$ cat src/rtl/ping_pong_ctrl_w_pkg.sv
// Shared types and derived sizing for the west ping-pong buffer controller.
package ping_pong_ctrl_w_pkg;

  typedef enum logic [1:0] {
    BANK_EMPTY    = 2'd0,
    BANK_FILLING  = 2'd1,
    BANK_FULL     = 2'd2,
    BANK_DRAINING = 2'd3
  } bank_state_e;

  typedef enum logic {
    W_IDLE  = 1'b0,
    W_SLICE = 1'b1
  } wr_fsm_e;

  typedef enum logic {
    R_IDLE = 1'b0,
    R_READ = 1'b1
  } rd_fsm_e;

  typedef enum logic [1:0] {
    DRV_NONE  = 2'd0,
    DRV_WRITE = 2'd1,
    DRV_READ  = 2'd2
  } port_drive_e;

  localparam int unsigned DEF_TOTAL_MODULES = 4;
  localparam int unsigned DEF_COL_X         = 16;
  localparam int unsigned DEF_TOTAL_INPUT_W = 2;

  function automatic int unsigned calc_beats_per_bank(input int unsigned depth,
                                                      input int unsigned modules);
    return depth / (2 * modules);
  endfunction

  function automatic int unsigned calc_pairs_per_bank(input int unsigned depth);
    return depth / 2;
  endfunction

  localparam int unsigned BEATS_PER_BANK =
    calc_beats_per_bank(DEF_COL_X * DEF_TOTAL_INPUT_W, DEF_TOTAL_MODULES);
  localparam int unsigned PAIRS_PER_BANK =
    calc_pairs_per_bank(DEF_COL_X * DEF_TOTAL_INPUT_W);

endpackage

$ cat src/rtl/ping_pong_ctrl_w_bank_port_mux.sv
// Per-bank RAM port driver: the owning side (writer or reader) drives both ports.
module pp_bank_port_mux
  import ping_pong_ctrl_w_pkg::*;
#(
  parameter int unsigned ADDR_WIDTH = 5
) (
  input  logic                  wr_own,
  input  logic                  wr_en,
  input  logic [ADDR_WIDTH-1:0] wr_addra,
  input  logic [ADDR_WIDTH-1:0] wr_addrb,
  input  logic                  rd_own,
  input  logic                  rd_en,
  input  logic [ADDR_WIDTH-1:0] rd_addra,
  input  logic [ADDR_WIDTH-1:0] rd_addrb,
  output logic                  ena,
  output logic                  enb,
  output logic                  wea,
  output logic                  web,
  output logic [ADDR_WIDTH-1:0] addra,
  output logic [ADDR_WIDTH-1:0] addrb
);

  port_drive_e drive;

  always_comb begin
    drive = DRV_NONE;
    if (wr_own && wr_en) begin
      drive = DRV_WRITE;
    end else if (rd_own && rd_en) begin
      drive = DRV_READ;
    end
  end

  always_comb begin
    ena   = 1'b0;
    enb   = 1'b0;
    wea   = 1'b0;
    web   = 1'b0;
    addra = '0;
    addrb = '0;
    case (drive)
      DRV_WRITE: begin
        ena   = 1'b1;
        enb   = 1'b1;
        wea   = 1'b1;
        web   = 1'b1;
        addra = wr_addra;
        addrb = wr_addrb;
      end
      DRV_READ: begin
        ena   = 1'b1;
        enb   = 1'b1;
        addra = rd_addra;
        addrb = rd_addrb;
      end
      default: ;
    endcase
  end

endmodule

$ cat src/rtl/ping_pong_ctrl_w.sv
// Two-bank west ping-pong buffer sequencer: producer slices fill one bank while
// the matmul consumer drains the other as address pairs.
//
// state    | meaning
// W_IDLE   | no beat in progress, or waiting for bank[wr_sel] to be EMPTY
// W_SLICE  | writing one module slice per cycle through both RAM ports
// R_IDLE   | waiting for bank[rd_sel] to become FULL
// R_READ   | issuing address pairs of bank[out_bank_sel] under valid/ready
module ping_pong_ctrl_w
  import ping_pong_ctrl_w_pkg::*;
#(
  parameter int unsigned TOTAL_MODULES = DEF_TOTAL_MODULES,
  parameter int unsigned COL_X         = DEF_COL_X,
  parameter int unsigned TOTAL_INPUT_W = DEF_TOTAL_INPUT_W,
  localparam int unsigned TOTAL_DEPTH  = COL_X * TOTAL_INPUT_W,
  localparam int unsigned ADDR_WIDTH   = $clog2(TOTAL_DEPTH),
  localparam int unsigned SLICE_W      = $clog2(TOTAL_MODULES)
) (
  input  logic                  clk,
  input  logic                  rst,
  input  logic                  in_valid,
  output logic                  in_ready,
  output logic [SLICE_W-1:0]    slicing_idx,
  output logic                  bank0_ena,
  output logic                  bank0_enb,
  output logic                  bank0_wea,
  output logic                  bank0_web,
  output logic [ADDR_WIDTH-1:0] bank0_addra,
  output logic [ADDR_WIDTH-1:0] bank0_addrb,
  output logic                  bank1_ena,
  output logic                  bank1_enb,
  output logic                  bank1_wea,
  output logic                  bank1_web,
  output logic [ADDR_WIDTH-1:0] bank1_addra,
  output logic [ADDR_WIDTH-1:0] bank1_addrb,
  output logic                  out_valid,
  input  logic                  out_ready,
  output logic                  out_last,
  output logic                  out_bank_sel,
  output logic [1:0]            bank_full
);

  localparam int unsigned BEATS  = calc_beats_per_bank(TOTAL_DEPTH, TOTAL_MODULES);
  localparam int unsigned PAIRS  = calc_pairs_per_bank(TOTAL_DEPTH);
  localparam int unsigned BEAT_W = (BEATS > 1) ? $clog2(BEATS) : 1;
  localparam int unsigned PAIR_W = $clog2(PAIRS) + 1;

  if (TOTAL_DEPTH % (2 * TOTAL_MODULES) != 0) begin : g_bad_beats
    $error("ping_pong_ctrl_w: TOTAL_DEPTH must be a multiple of 2*TOTAL_MODULES");
  end
  if (TOTAL_INPUT_W != 2) begin : g_bad_input_w
    $error("ping_pong_ctrl_w: TOTAL_INPUT_W must be 2 (one word per RAM port)");
  end

  bank_state_e bank_st [2];

  // write side
  wr_fsm_e               wr_state, wr_state_d;
  logic                  wr_sel;
  logic [SLICE_W-1:0]    slice_cnt;
  logic [BEAT_W-1:0]     beat_cnt;
  logic [ADDR_WIDTH-1:0] wr_ptr;
  logic [ADDR_WIDTH-1:0] wr_ptr_b;
  logic                  wr_active;
  logic                  slice_last;
  logic                  bank_done;
  logic                  wr_bank_avail;
  logic                  next_bank_empty;

  // read side
  rd_fsm_e               rd_state, rd_state_d;
  logic                  rd_sel;
  logic [PAIR_W-1:0]     pairs_issued;
  logic [ADDR_WIDTH-1:0] rd_addra;
  logic [ADDR_WIDTH-1:0] rd_addrb;
  logic                  rd_issue;
  logic                  rd_accept;
  logic                  rd_start;
  logic                  rd_free;

  assign wr_active       = (wr_state == W_SLICE) && in_valid;
  assign slice_last      = (slice_cnt == SLICE_W'(TOTAL_MODULES - 1));
  assign bank_done       = slice_last && (beat_cnt == BEAT_W'(BEATS - 1));
  assign wr_bank_avail   = (bank_st[wr_sel] == BANK_EMPTY) || (bank_st[wr_sel] == BANK_FILLING);
  assign next_bank_empty = (bank_st[~wr_sel] == BANK_EMPTY);
  assign wr_ptr_b        = wr_ptr + ADDR_WIDTH'(1);

  assign in_ready    = wr_active && slice_last;
  assign slicing_idx = slice_cnt;

  always_comb begin
    wr_state_d = wr_state;
    case (wr_state)
      W_IDLE: begin
        if (in_valid && wr_bank_avail) wr_state_d = W_SLICE;
      end
      W_SLICE: begin
        // A gap between beats parks the writer; a full bank with a busy
        // partner parks it until the reader frees that partner.
        if (!in_valid) begin
          wr_state_d = W_IDLE;
        end else if (bank_done && !next_bank_empty) begin
          wr_state_d = W_IDLE;
        end
      end
      default: wr_state_d = W_IDLE;
    endcase
  end

  always_ff @(posedge clk) begin
    if (rst) begin
      wr_state  <= W_IDLE;
      wr_sel    <= 1'b0;
      slice_cnt <= '0;
      beat_cnt  <= '0;
      wr_ptr    <= '0;
    end else begin
      wr_state <= wr_state_d;
      if (wr_active) begin
        if (slice_last) begin
          slice_cnt <= '0;
          if (bank_done) begin
            beat_cnt <= '0;
            wr_ptr   <= '0;
            wr_sel   <= ~wr_sel;
          end else begin
            beat_cnt <= beat_cnt + BEAT_W'(1);
            wr_ptr   <= wr_ptr + ADDR_WIDTH'(2);
          end
        end else begin
          slice_cnt <= slice_cnt + SLICE_W'(1);
          wr_ptr    <= wr_ptr + ADDR_WIDTH'(2);
        end
      end
    end
  end

  assign rd_addra  = {pairs_issued[ADDR_WIDTH-2:0], 1'b0};
  assign rd_addrb  = {pairs_issued[ADDR_WIDTH-2:0], 1'b1};
  assign rd_accept = out_valid && out_ready;
  assign rd_start  = (rd_state == R_IDLE) && (bank_st[rd_sel] == BANK_FULL);
  assign rd_issue  = (rd_state == R_READ) && (pairs_issued < PAIR_W'(PAIRS)) &&
                     (!out_valid || out_ready);
  assign rd_free   = (rd_state == R_READ) && rd_accept && out_last;

  always_comb begin
    rd_state_d = rd_state;
    case (rd_state)
      R_IDLE:  if (rd_start) rd_state_d = R_READ;
      R_READ:  if (rd_free)  rd_state_d = R_IDLE;
      default: rd_state_d = R_IDLE;
    endcase
  end

  always_ff @(posedge clk) begin
    if (rst) begin
      rd_state     <= R_IDLE;
      rd_sel       <= 1'b0;
      out_bank_sel <= 1'b0;
      pairs_issued <= '0;
      out_valid    <= 1'b0;
      out_last     <= 1'b0;
    end else begin
      rd_state <= rd_state_d;
      if (rd_start) begin
        out_bank_sel <= rd_sel;
        pairs_issued <= '0;
      end
      // RAM read latency is one cycle, so valid/last follow the issue.
      if (rd_issue) begin
        pairs_issued <= pairs_issued + PAIR_W'(1);
        out_valid    <= 1'b1;
        out_last     <= (pairs_issued == PAIR_W'(PAIRS - 1));
      end else if (rd_accept) begin
        out_valid <= 1'b0;
        out_last  <= 1'b0;
      end
      if (rd_free) begin
        rd_sel       <= ~rd_sel;
        pairs_issued <= '0;
      end
    end
  end

  always_ff @(posedge clk) begin
    if (rst) begin
      bank_st[0] <= BANK_EMPTY;
      bank_st[1] <= BANK_EMPTY;
    end else begin
      for (int i = 0; i < 2; i++) begin
        if (wr_active && (wr_sel == 1'(i))) begin
          if (bank_done) begin
            bank_st[i] <= BANK_FULL;
          end else if (bank_st[i] == BANK_EMPTY) begin
            bank_st[i] <= BANK_FILLING;
          end
        end
        if (rd_start && (rd_sel == 1'(i))) begin
          bank_st[i] <= BANK_DRAINING;
        end
        if (rd_free && (out_bank_sel == 1'(i))) begin
          bank_st[i] <= BANK_EMPTY;
        end
      end
    end
  end

  assign bank_full = {bank_st[1] == BANK_FULL, bank_st[0] == BANK_FULL};

  pp_bank_port_mux #(.ADDR_WIDTH(ADDR_WIDTH)) u_bank0_mux (
    .wr_own   (wr_sel == 1'b0),
    .wr_en    (wr_active),
    .wr_addra (wr_ptr),
    .wr_addrb (wr_ptr_b),
    .rd_own   ((rd_state == R_READ) && (out_bank_sel == 1'b0)),
    .rd_en    (rd_issue),
    .rd_addra (rd_addra),
    .rd_addrb (rd_addrb),
    .ena      (bank0_ena),
    .enb      (bank0_enb),
    .wea      (bank0_wea),
    .web      (bank0_web),
    .addra    (bank0_addra),
    .addrb    (bank0_addrb)
  );

  pp_bank_port_mux #(.ADDR_WIDTH(ADDR_WIDTH)) u_bank1_mux (
    .wr_own   (wr_sel == 1'b1),
    .wr_en    (wr_active),
    .wr_addra (wr_ptr),
    .wr_addrb (wr_ptr_b),
    .rd_own   ((rd_state == R_READ) && (out_bank_sel == 1'b1)),
    .rd_en    (rd_issue),
    .rd_addra (rd_addra),
    .rd_addrb (rd_addrb),
    .ena      (bank1_ena),
    .enb      (bank1_enb),
    .wea      (bank1_wea),
    .web      (bank1_web),
    .addra    (bank1_addra),
    .addrb    (bank1_addrb)
  );

  // Write enables of a bank must only come from the writer owning that bank.
  a_bank1_web_owner : assert property (@(posedge clk) disable iff (rst)
    bank1_web |-> wr_sel);
  a_bank0_web_owner : assert property (@(posedge clk) disable iff (rst)
    bank0_web |-> !wr_sel);
  a_no_shared_bank : assert property (@(posedge clk) disable iff (rst)
    !(wr_active && rd_issue && (out_bank_sel == wr_sel)));

endmodule

$ cat config.mk
export PLATFORM = sky130hd
export DESIGN_NAME = ping_pong_ctrl_w
export DESIGN_NICKNAME = d
export VERILOG_FILES = /design/src/rtl/ping_pong_ctrl_w_pkg.sv /design/src/rtl/ping_pong_ctrl_w_bank_port_mux.sv /design/src/rtl/ping_pong_ctrl_w.sv
export SDC_FILE = /design/constraint.sdc
export NUM_CORES = 1
export LEC_CHECK = 0
export CAP_MARGIN = 20
export CORE_UTILIZATION = 44
export DETAILED_ROUTE_END_ITERATION = 7
export PLACE_DENSITY = 0.76
export SYNTH_ARGS = -nofsm -noshare
export SYNTH_HDL_FRONTEND = slang
export SYNTH_SLANG_ARGS = --single-unit
$ cat constraint.sdc
create_clock -name clk -period 1.6 [get_ports clk]
set_input_delay 0.24 -clock clk [delete_from_list [all_inputs] [get_ports clk]]
set_output_delay 0.24 -clock clk [all_outputs]
set_load 0.01 [all_outputs]
==> results.sh <==
export IMPL_ir_worst_vdd_v=0.0004243
export IMPL_die_w_um=61.67
export IMPL_wl_per_cell_um=14.02
export IMPL_nFillCells=289
export IMPL_crit_arrival_ns=1.62
export IMPL_ys_types=46
export IMPL_hold_buffers=0
export IMPL_cts_buffers=3
export IMPL_drt_iter0_drc=57
export IMPL_violations="setup timing"
export IMPL_finClkSkew_ns=0.01222
export IMPL_fin_setup_tns_ns=-4.030
export IMPL_async_flop_share=0
export IMPL_mostFrequentLayoutCells="46 x buf_4, 30 x nand2_1, 21 x buf_2"
export IMPL_grt_use_total=0.2376
export IMPL_p_leak_uw=0.001089
export IMPL_finalWeightedCongestion=0.8157
export IMPL_finalCriticalPeriod_ns=1.859
export IMPL_fin_ws_ns=-0.2586
export IMPL_yosysWarnings=0
export IMPL_htreeDepth=1
export IMPL_post_route_period_util=1.162
export IMPL_clock_sinks=26
export IMPL_die_area_um2=3803
export IMPL_grt_max_degree=16
export IMPL_dieHeight_um=61.67
export IMPL_required_ns=1.36
export IMPL_pwr_density_cell_nw_per_um2=562.4
export IMPL_cap_violations=0
export IMPL_cts_buffer_depth=2
export IMPL_instances_no_fill=323
export IMPL_tightest_slew_ns=0.4870
export IMPL_timing_critical_path_buf_inv=2
export IMPL_synth_ff_type="dfxtp_1"
export IMPL_path_delay_family="simple AND/OR/NAND/NOR gates"
export IMPL_multi_input_area_um2=1015
export IMPL_clock_fmax_mhz=538.0
export IMPL_via_count=1705
export IMPL_status="complete, but fails checks"
export IMPL_rsz0062_at_grt="yes"
export IMPL_drt_first_pass_iters=4
export IMPL_port_buffers=37
export IMPL_cts_root_buf="clkbuf_4"
export IMPL_synth_seq_cells=26
export IMPL_synthTopCellsByArea="dfxtp_1 28%, edfxtp_1 7.7%, nand2_1 7.4%, nor2_1 5.3%, ha_1 4.0%"
export IMPL_worstPathMaxFanout=7
export IMPL_drive_above_1_share=0.4332
export IMPL_cp_cell_sequence="nand2b_4 -> or3_4 -> buf_6 -> o21ai_2 -> buf_2"
export IMPL_drc=0
export IMPL_postRouteAntennaNets=0
export IMPL_hold_violations=0
export IMPL_placementRows=21
export IMPL_ios=40
export IMPL_antenna_found_initial=0
export IMPL_syn_inst=204
export IMPL_max_slew_margin_rel=0.6707
export IMPL_crit_path_end_kind="primary output"
export IMPL_final_net_count=288
export IMPL_synth_avg_cell_area_um2=7.679
export IMPL_clk_insertion_delay_late_ns=0.33
export IMPL_wl_um=4529
export IMPL_area_delta_synth_final_pct=47.92
export IMPL_finalSetupViolations=29
export IMPL_start_kind="flip-flop"
export IMPL_critical_path_class="flip-flop to primary output"
export IMPL_start_util=0.4658
export IMPL_critPathMaxStageDelay_ns=0.38
export IMPL_synth_top_area_share=0.2812
export IMPL_yosys_area_top_type="dfxtp_1"
export IMPL_n_antenna_cell=0
export IMPL_synth_edf_count=4
export IMPL_cts_tree="yes"
export IMPL_slowest_stage="or3_4"
export IMPL_overflow=0
export IMPL_yosysSeqAreaShare=0.3578
export IMPL_synth_area_um2=1567
export IMPL_core_area_um2=3363
export IMPL_final_common_cell="buf_4"
export IMPL_hpwl_um=3176
export IMPL_placed_cells_incl_taps=313
export IMPL_grt_first_pass_wirelength_um=6575
export IMPL_clk_pin_slew_ns=0.15
export IMPL_register_area_um2=570.5
export IMPL_grt_pass1_vias=1429
export IMPL_drv_slew=0
export IMPL_viasPerCell=5.279
export IMPL_holdCritPathClass="flip-flop to flip-flop"
[stage by stage]
stage	instance area, um^2	utilization	worst slack, ns	power, uW	hold WS, ns
floorplan	1584	-	-0.1298	863.9	0.4000
global placement	2223	0.6611	-0.6105	974.5	0.4825
detailed placement	2223	0.6611	-0.6488	981.3	0.4871
CTS	2243	0.6670	-0.2716	1275	0.5005
global route	2317	0.6890	-0.3128	1357	0.5360
finish	2317	0.6890	-0.2586	1303	0.5140
[tightest hold or removal path, stage by stage, from the launching register on]
cell and delay [ns]:
dfxtp_1 0.37, nand2_1 0.07, a21oi_1 0.05
[where the power goes]
group,leakage (uW),switching [uW],internal [uW]
combinational,0.000852,158,154
clock,0.0000138,197,88.3
sequential,0.000223,19.6,687
[path summary, 6_finish.rpt]
| check | start | to | slack [ns] | cells past startpoint |
|---|---|---|---|---|
| setup / recovery | pairs_issued[4] | bank0_addrb[1] | -0.26 | 5 |
| hold / removal | wr_ptr[4] | wr_ptr[4] | 0.51 | 2 |
| setup reg to reg | rd_state | bank_st[1][1] | -0.19 | 5 |
| hold reg to reg | wr_ptr[4] | wr_ptr[4] | 0.51 | 2 |
[registers in the layout (all words and copies together) (netlist names), named ones only]
signal        count
pairs_issued      5
beat_cnt          2
out_valid         1
rd_state          1
slicing_idx       2
bank_st           4
out_bank_sel      1
wr_sel            1
out_last          1
rd_sel            1
wr_state          1
wr_ptr            4
[routing by layer]
metal,up-vias,part of all wire,routed length (um),global-route usage
met4,0,0.0064,29,0.06667
met1,803,0.46,2070,0.3092
met5,-,0,0,0
li1,863,-,-,-
met2,35,0.50,2259,0.4147
met3,4,0.038,170,0.02731
[cell usage after synthesis, types with 2 or more instances]
master    count
a211o_1       2
a211oi_1      2
a211oi_2      2
a21oi_1      12
a22oi_1       2
buf_4         8
clkbuf_1      6
dfxtp_1      22
edfxtp_1      4
ha_1          5
inv_1         7
mux2i_1       2
nand2_1      31
nand2b_1      2
nand3_1       8
nand3b_1      2
nand4_1       2
nor2_1       22
nor2b_1       5
nor3_1        9
nor4b_1       3
o21ai_0      10
o21ai_1       9
or2_1         2
or3_1         4
[timing repair]
item,4_1_cts,5_1_grt
resized for setup,129,30
setup buffers,5,3
setup endpoints to repair,37,42
endpoints found under the hold margin,0,0
pin swaps,12,7
[logic make-up (layout without fill, tap and decap cells)]
group,after synthesis,in the layout,share of synthesized area
multiplexers,2,2,0.01278
buffers and inverters,24,96,0.08227
adder cells (fa/ha/maj),5,5,0.03994
flip-flops,26,26,0.3578
AND/OR/NAND/NOR,99,99,0.3179
XOR/XNOR,2,2,0.01118
AO/OA/AOI/OAI,45,45,0.1757
other,1,2,0.002394
[layout make-up]
type	instances	area share
Inverter	7	0.01134
Timing Repair Buffer	86	0.2700
Multi-Input combinational cell	155	0.4379
Sequential cell	26	0.2462
Tap cell	46	0.02484
Clock buffer	3	0.009719
No activity file was read; power rests on OpenSTA's default activity.
